[src/rtl/countdown_timer.sv]
// MM:SS countdown timer with setup editing, pause/resume and a timed buzzer alarm.
// Button inputs are debounced levels; each rising edge is one event.
module countdown_timer #(
  parameter int unsigned CLK_HZ    = 50000000,
  parameter int unsigned ALARM_SEC = 5,
  parameter int unsigned BUZZ_DIV  = 25000
) (
  input  logic       clk,
  input  logic       rst_n,
  input  logic       i_mode,
  input  logic       i_pos,
  input  logic       i_inc,
  input  logic       i_start,
  output logic [5:0] o_min,
  output logic [5:0] o_sec,
  output logic [2:0] o_state,
  output logic       o_pos,
  output logic       o_buzz
);

  localparam int unsigned TickW  = (CLK_HZ > 1) ? $clog2(CLK_HZ) : 1;
  localparam int unsigned BuzzW  = (BUZZ_DIV > 1) ? $clog2(BUZZ_DIV) : 1;
  localparam int unsigned AlarmW = (ALARM_SEC > 1) ? $clog2(ALARM_SEC) : 1;

  localparam logic [TickW-1:0]  TickLast  = TickW'(CLK_HZ - 1);
  localparam logic [BuzzW-1:0]  BuzzLast  = BuzzW'(BUZZ_DIV - 1);
  localparam logic [AlarmW-1:0] AlarmLast = AlarmW'(ALARM_SEC - 1);

  typedef enum logic [2:0] {
    StIdle  = 3'd0,
    StSetup = 3'd1,
    StRun   = 3'd2,
    StPause = 3'd3,
    StAlarm = 3'd4
  } state_e;

  state_e            r_state, w_state_d;
  logic [5:0]        r_min, w_min_d;
  logic [5:0]        r_sec, w_sec_d;
  logic              r_pos, w_pos_d;
  logic              r_buzz, w_buzz_d;
  logic [TickW-1:0]  r_tick, w_tick_d;
  logic [BuzzW-1:0]  r_buzz_cnt, w_buzz_cnt_d;
  logic [AlarmW-1:0] r_alarm, w_alarm_d;

  // Button bits ordered {start, mode, pos, inc}
  logic [3:0] r_btn_cur, r_btn_prev;
  logic [3:0] w_rise;
  logic       w_ev_start, w_ev_mode, w_ev_pos, w_ev_inc;
  logic       w_tick_hit, w_nonzero;

  assign w_rise     = r_btn_cur & ~r_btn_prev;
  assign w_ev_start = w_rise[3];
  assign w_ev_mode  = w_rise[2] & ~w_rise[3];
  assign w_ev_pos   = w_rise[1] & ~(|w_rise[3:2]);
  assign w_ev_inc   = w_rise[0] & ~(|w_rise[3:1]);
  assign w_tick_hit = (r_tick == TickLast);
  assign w_nonzero  = (r_min != 6'd0) || (r_sec != 6'd0);

  function automatic logic [5:0] inc_wrap(input logic [5:0] v);
    return (v >= 6'd59) ? 6'd0 : v + 6'd1;
  endfunction

  always_comb begin
    w_state_d    = r_state;
    w_min_d      = r_min;
    w_sec_d      = r_sec;
    w_pos_d      = r_pos;
    w_buzz_d     = r_buzz;
    w_buzz_cnt_d = r_buzz_cnt;
    w_alarm_d    = r_alarm;
    w_tick_d     = '0;
    if (r_state == StRun || r_state == StAlarm) begin
      w_tick_d = w_tick_hit ? '0 : r_tick + TickW'(1);
    end

    case (r_state)
      StIdle: begin
        if (w_ev_start && w_nonzero) w_state_d = StRun;
        else if (w_ev_mode)          w_state_d = StSetup;
      end
      StSetup: begin
        if (w_ev_mode) begin
          w_state_d = StIdle;
        end else if (w_ev_pos) begin
          w_pos_d = ~r_pos;
        end else if (w_ev_inc) begin
          if (r_pos) w_min_d = inc_wrap(r_min);
          else       w_sec_d = inc_wrap(r_sec);
        end
      end
      StRun: begin
        if (w_ev_start) begin
          w_state_d = StPause;
        end else if (w_tick_hit) begin
          // Reaching 00:00 raises the alarm on the same edge
          if (r_min == 6'd0 && r_sec <= 6'd1) begin
            w_sec_d   = 6'd0;
            w_state_d = StAlarm;
          end else if (r_sec != 6'd0) begin
            w_sec_d = r_sec - 6'd1;
          end else begin
            w_sec_d = 6'd59;
            w_min_d = r_min - 6'd1;
          end
        end
      end
      StPause: begin
        if (w_ev_start)     w_state_d = StRun;
        else if (w_ev_mode) w_state_d = StSetup;
      end
      StAlarm: begin
        if (w_ev_start || w_ev_mode) begin
          w_state_d = StIdle;
        end else if (w_tick_hit) begin
          if (r_alarm == AlarmLast) w_state_d = StIdle;
          else                      w_alarm_d = r_alarm + AlarmW'(1);
        end
        if (r_buzz_cnt == BuzzLast) begin
          w_buzz_cnt_d = '0;
          w_buzz_d     = ~r_buzz;
        end else begin
          w_buzz_cnt_d = r_buzz_cnt + BuzzW'(1);
        end
      end
      default: w_state_d = StIdle;
    endcase

    // Every state change restarts the tick period; alarm bookkeeping lives only in ALARM
    if (w_state_d != r_state) w_tick_d = '0;
    if (w_state_d != StAlarm || r_state != StAlarm) begin
      w_buzz_d     = 1'b0;
      w_buzz_cnt_d = '0;
      w_alarm_d    = '0;
    end
  end

  always_ff @(posedge clk or negedge rst_n) begin
    if (!rst_n) begin
      r_state    <= StIdle;
      r_min      <= 6'd0;
      r_sec      <= 6'd0;
      r_pos      <= 1'b0;
      r_buzz     <= 1'b0;
      r_tick     <= '0;
      r_buzz_cnt <= '0;
      r_alarm    <= '0;
      r_btn_cur  <= 4'b0;
      r_btn_prev <= 4'b0;
    end else begin
      r_state    <= w_state_d;
      r_min      <= w_min_d;
      r_sec      <= w_sec_d;
      r_pos      <= w_pos_d;
      r_buzz     <= w_buzz_d;
      r_tick     <= w_tick_d;
      r_buzz_cnt <= w_buzz_cnt_d;
      r_alarm    <= w_alarm_d;
      r_btn_cur  <= {i_start, i_mode, i_pos, i_inc};
      r_btn_prev <= r_btn_cur;
    end
  end

  assign o_min   = r_min;
  assign o_sec   = r_sec;
  assign o_state = r_state;
  assign o_pos   = r_pos;
  assign o_buzz  = r_buzz;

endmodule

[config.mk]
export PLATFORM = sky130hd
export DESIGN_NAME = countdown_timer
export DESIGN_NICKNAME = d
export VERILOG_FILES = /design/src/rtl/countdown_timer.sv
export SDC_FILE = /design/constraint.sdc
export NUM_CORES = 1
export LEC_CHECK = 0
export BUFFER_PORTS_ARGS = -buffer_cell sky130_fd_sc_hd__buf_2
export CAP_MARGIN = 20
export CORE_MARGIN = 4
export CORE_UTILIZATION = 27
export DETAILED_ROUTE_END_ITERATION = 10
export PLACE_DENSITY_LB_ADDON = 0.2
export SLEW_MARGIN = 20
export SYNTH_ARGS = -nofsm -noshare
export SYNTH_HDL_FRONTEND = slang
export SYNTH_SLANG_ARGS = --single-unit
[constraint.sdc]
create_clock -name clk -period 2.6 [get_ports clk]
set_input_delay 0.39 -clock clk [delete_from_list [all_inputs] [get_ports clk]]
set_output_delay 0.39 -clock clk [all_outputs]
set_load 0.05 [all_outputs]
==> results.py <==
metrics = {
    "grt": {
        "grt_pass1_wl_um": 15300,
        "overflow": 0,
        "grtUsageTotal": 0.115,
        "grt_max_degree": 27,
        "antenna_found_initial": 0,
        "grt_pass1_vias": 3173,
    },
    "clock_network": {
        "post_cts_resized": 0,
        "insertion_delay_ns": 0.34,
        "clock_sinks": 69,
        "cts_tree": "done",
        "post_cts_buffers": 0,
        "clockBufferDepth": 2,
        "cts_root_buf": "clkbuf_16",
        "cts_inserted_buffers": 9,
        "cts.clk_slew.worst_paths_ns": 0.06,
        "hold_buffers": 0,
        "cts_max_level": 3,
    },
    "synth": {
        "synth-seq-cells": 69,
        "synth.avg_cell_area_um2": 9.42,
        "synthTopCellsByArea": "dfrtp_1 44%, nor2_1 5.9%, xnor2_1 5.8%, nand3_1 3.6%, ha_1 3.2%",
        "yosysWarnings": 0,
        "synth_top_area_share": 0.439,
        "synth_nets": 433,
        "ys_seq_area_frac": 0.439,
        "synth_edf_count": 0,
        "synth.largest_area_cell": "dfrtp_1",
        "yosysUniqueCellTypes": 71,
        "netlist_instances": 417,
        "async_flop_share": 1.00,
        "netlist_area_um2": 3930,
        "synth_ff_type": "dfrtp_1",
    },
    "sta": {
        "hold_viol": 0,
        "layout_min_cycle_time_ns": 2.14,
        "rsz0062_at_grt": "no",
        "setup_violations": 0,
        "fin_crit_sh": 0.822,
        "relSlewSlack": 0.561,
        "tightest_slew_ns": 0.653,
        "maxSlewViolCount": 0,
        "timing.fmax_ghz": 0.468,
        "finClkSkew_ns": 0.00766,
        "setup_tns_ns": 0,
    },
    "layout": {
        "multi_input_area_um2": 2040,
        "antenna_cells": 0,
        "regArea_um2": 1730,
        "final_net_count": 461,
        "drive_above_1_share": 0.160,
        "layout.cells.non_filler": 630,
        "finalInstanceArea_um2": 4550,
        "area_growth_pct": 15.9,
        "fillers": 1421,
    },
    "setup_path": {
        "critPathLaunchType": "register",
        "critPathArrivalTime_ns": 2.36,
        "cp_data_required_time_ns": 2.82,
        "worstSetupPathType": "reg -> reg",
        "end_kind": "register",
        "cp_max_fo": 14,
    },
    "route": {
        "postRouteAntennaNets": 0,
        "drcViolationCount": 0,
        "wl_um": 8880,
        "firstDrtPassIters": 4,
        "wl_per_cell_um": 14.1,
        "avgViaCountPerCell": 4.96,
        "num_vias": 3123,
        "drt_iter0_drc": 196,
    },
    "worst_hold_path": {
        "hp-class": "in -> async",
    },
    "job": {
        "max_cap_viol_count": 0,
    },
    "placed_design": {
        "place_inst": 614,
        "hpwlAfterDp_um": 6230,
        "place_congestion": 0.811,
        "place_area_um2": 4240,
        "numPortBuffers": 22,
    },
    "die": {
        "die_w_um": 129,
        "initial_utilization": 0.280,
        "die-area_um2": 16500,
        "fp.dieH_um": 129,
        "core_um2": 14000,
        "pin_count": 23,
        "rows": 43,
    },
    "outcome": {
        "status": "finished clean",
    },
    "pwr": {
        "power.leakage_nw": 1.80,
        "power_mw": 4.34,
        "ir_worst_vdd_uv": 382,
        "powerDensity_nw_per_um2": 952,
    },
}
==> area by class of cell <==
class                   count  share of cell area
clock buffers              10              0.0525
clock inverters             6              0.0157
inverters                  15              0.0124
multi-input cells         317               0.449
flip-flops and latches     69               0.379
well taps                 180              0.0495
repair buffers             33              0.0423
==> synthesized netlist by cell type (3+ instances only) <==
cell type,number
dfrtp_1,69
nor2_1,62
nand2_1,33
nand3_1,28
xnor2_1,26
nor3_1,17
inv_1,15
xor2_1,14
a21oi_1,11
nor4_1,11
o21ai_0,11
ha_1,10
nand4_1,7
o31ai_1,6
and3_1,5
buf_2,5
clkbuf_1,5
and4_1,4
buf_6,4
nand2b_1,4
mux2_2,3
o2111ai_1,3
or3_1,3
==> critical path, stage by stage (launching register included) <==
cell and delay, ns:
dfrtp_1 0.60, or3b_4 0.52, nor2_1 0.16, and3_1 0.23, nor2_1 0.12, o32a_2 0.39
==> registers in the layout, indices dropped and copies added (netlist names), 3 cells and up <==
name / cells
o_min: 6
o_sec: 6
o_state: 3
r_alarm: 3
r_btn_cur: 4
r_btn_prev: 4
r_buzz_cnt: 15
r_tick: 26
==> report_power, final <==
part | leakage, nW | total, mW | switching (mW) | internal (mW)
Clock | 0.145 | 1.27 | 0.492 | 0.775
Combinational | 0.728 | 1.63 | 1.08 | 0.543
Sequential | 0.925 | 1.44 | 0.249 | 1.19
==> per-layer routing <==
layer | global-route usage | vias to the layer above | routed length (µm)
met5 | 0 | - | 0
met4 | 0.0506 | 0 | 178
met3 | 0.0320 | 13 | 370
met2 | 0.178 | 48 | 4050
met1 | 0.150 | 1533 | 4280
li1 | - | 1529 | -
==> placed cells by master (no fill, tap or decap), types with 2 or more instances in the layout <==
master,count
dfrtp_1,69
nor2_1,62
nand2_1,33
nand3_1,28
xnor2_1,26
buf_2,22
nor3_1,17
inv_1,15
xor2_1,14
nor4_1,11
o21ai_0,11
a21oi_1,11
buf_4,11
ha_1,10
clkbuf_16,9
nand4_1,7
o31ai_1,6
and3_1,5
and4_1,4
nand2b_1,4
or3_1,3
o2111ai_1,3
mux2_2,3
nor3b_2,2
nor4b_1,2
nor2b_1,2
a31oi_1,2
o311ai_0,2
mux2i_1,2
o21a_1,2
a21boi_0,2
o221ai_1,2
or2_2,2
a22o_1,2
o31a_1,2
clkinv_4,2
clkinvlp_4,2
==> final timing paths <==
| kind | startpoint | endpoint | slack (ns) | cells past startpoint |
|---|---|---|---|---|
| worst max-delay path | o_state[1] | o_sec[5] | 0.46 | 5 |
| worst min-delay path | rst_n | o_min[4] | 0.007 | 1 |
| worst max register to register | o_state[1] | o_sec[5] | 0.46 | 5 |
| worst min register to register | r_btn_cur[0] | r_btn_prev[0] | 0.38 | 0 |
| max in group asynchronous | rst_n | r_tick[14] | 1.84 | 2 |
| min in group clk | i_pos | r_btn_cur[1] | 0.15 | 1 |
==> kinds of logic (layout without fill, tap and decap cells) <==
logic type	Yosys count	in the layout	share of synthesized area
DFF	69	69	0.439
and+or+nand+nor	203	203	0.278
muxes	5	5	0.0137
buffers and inverters	31	64	0.0407
AOI/OAI and AO/OA	59	59	0.107
adders and majority gates	10	10	0.0318
xor gates and xnor gates	40	40	0.0891
==> through the flow <==
step | worst slack (ns) | utilization | hold slack [ns]
floorplan | 0.405 | - | 0.0944
global placement | 0.462 | 0.302 | 0.364
detailed placement | 0.483 | 0.302 | 0.372
CTS | 0.459 | 0.324 | 0.0242
global route | 0.307 | 0.324 | 0.0555
finish | 0.463 | 0.324 | 0.00681
(Power assumes the default switching activity.)
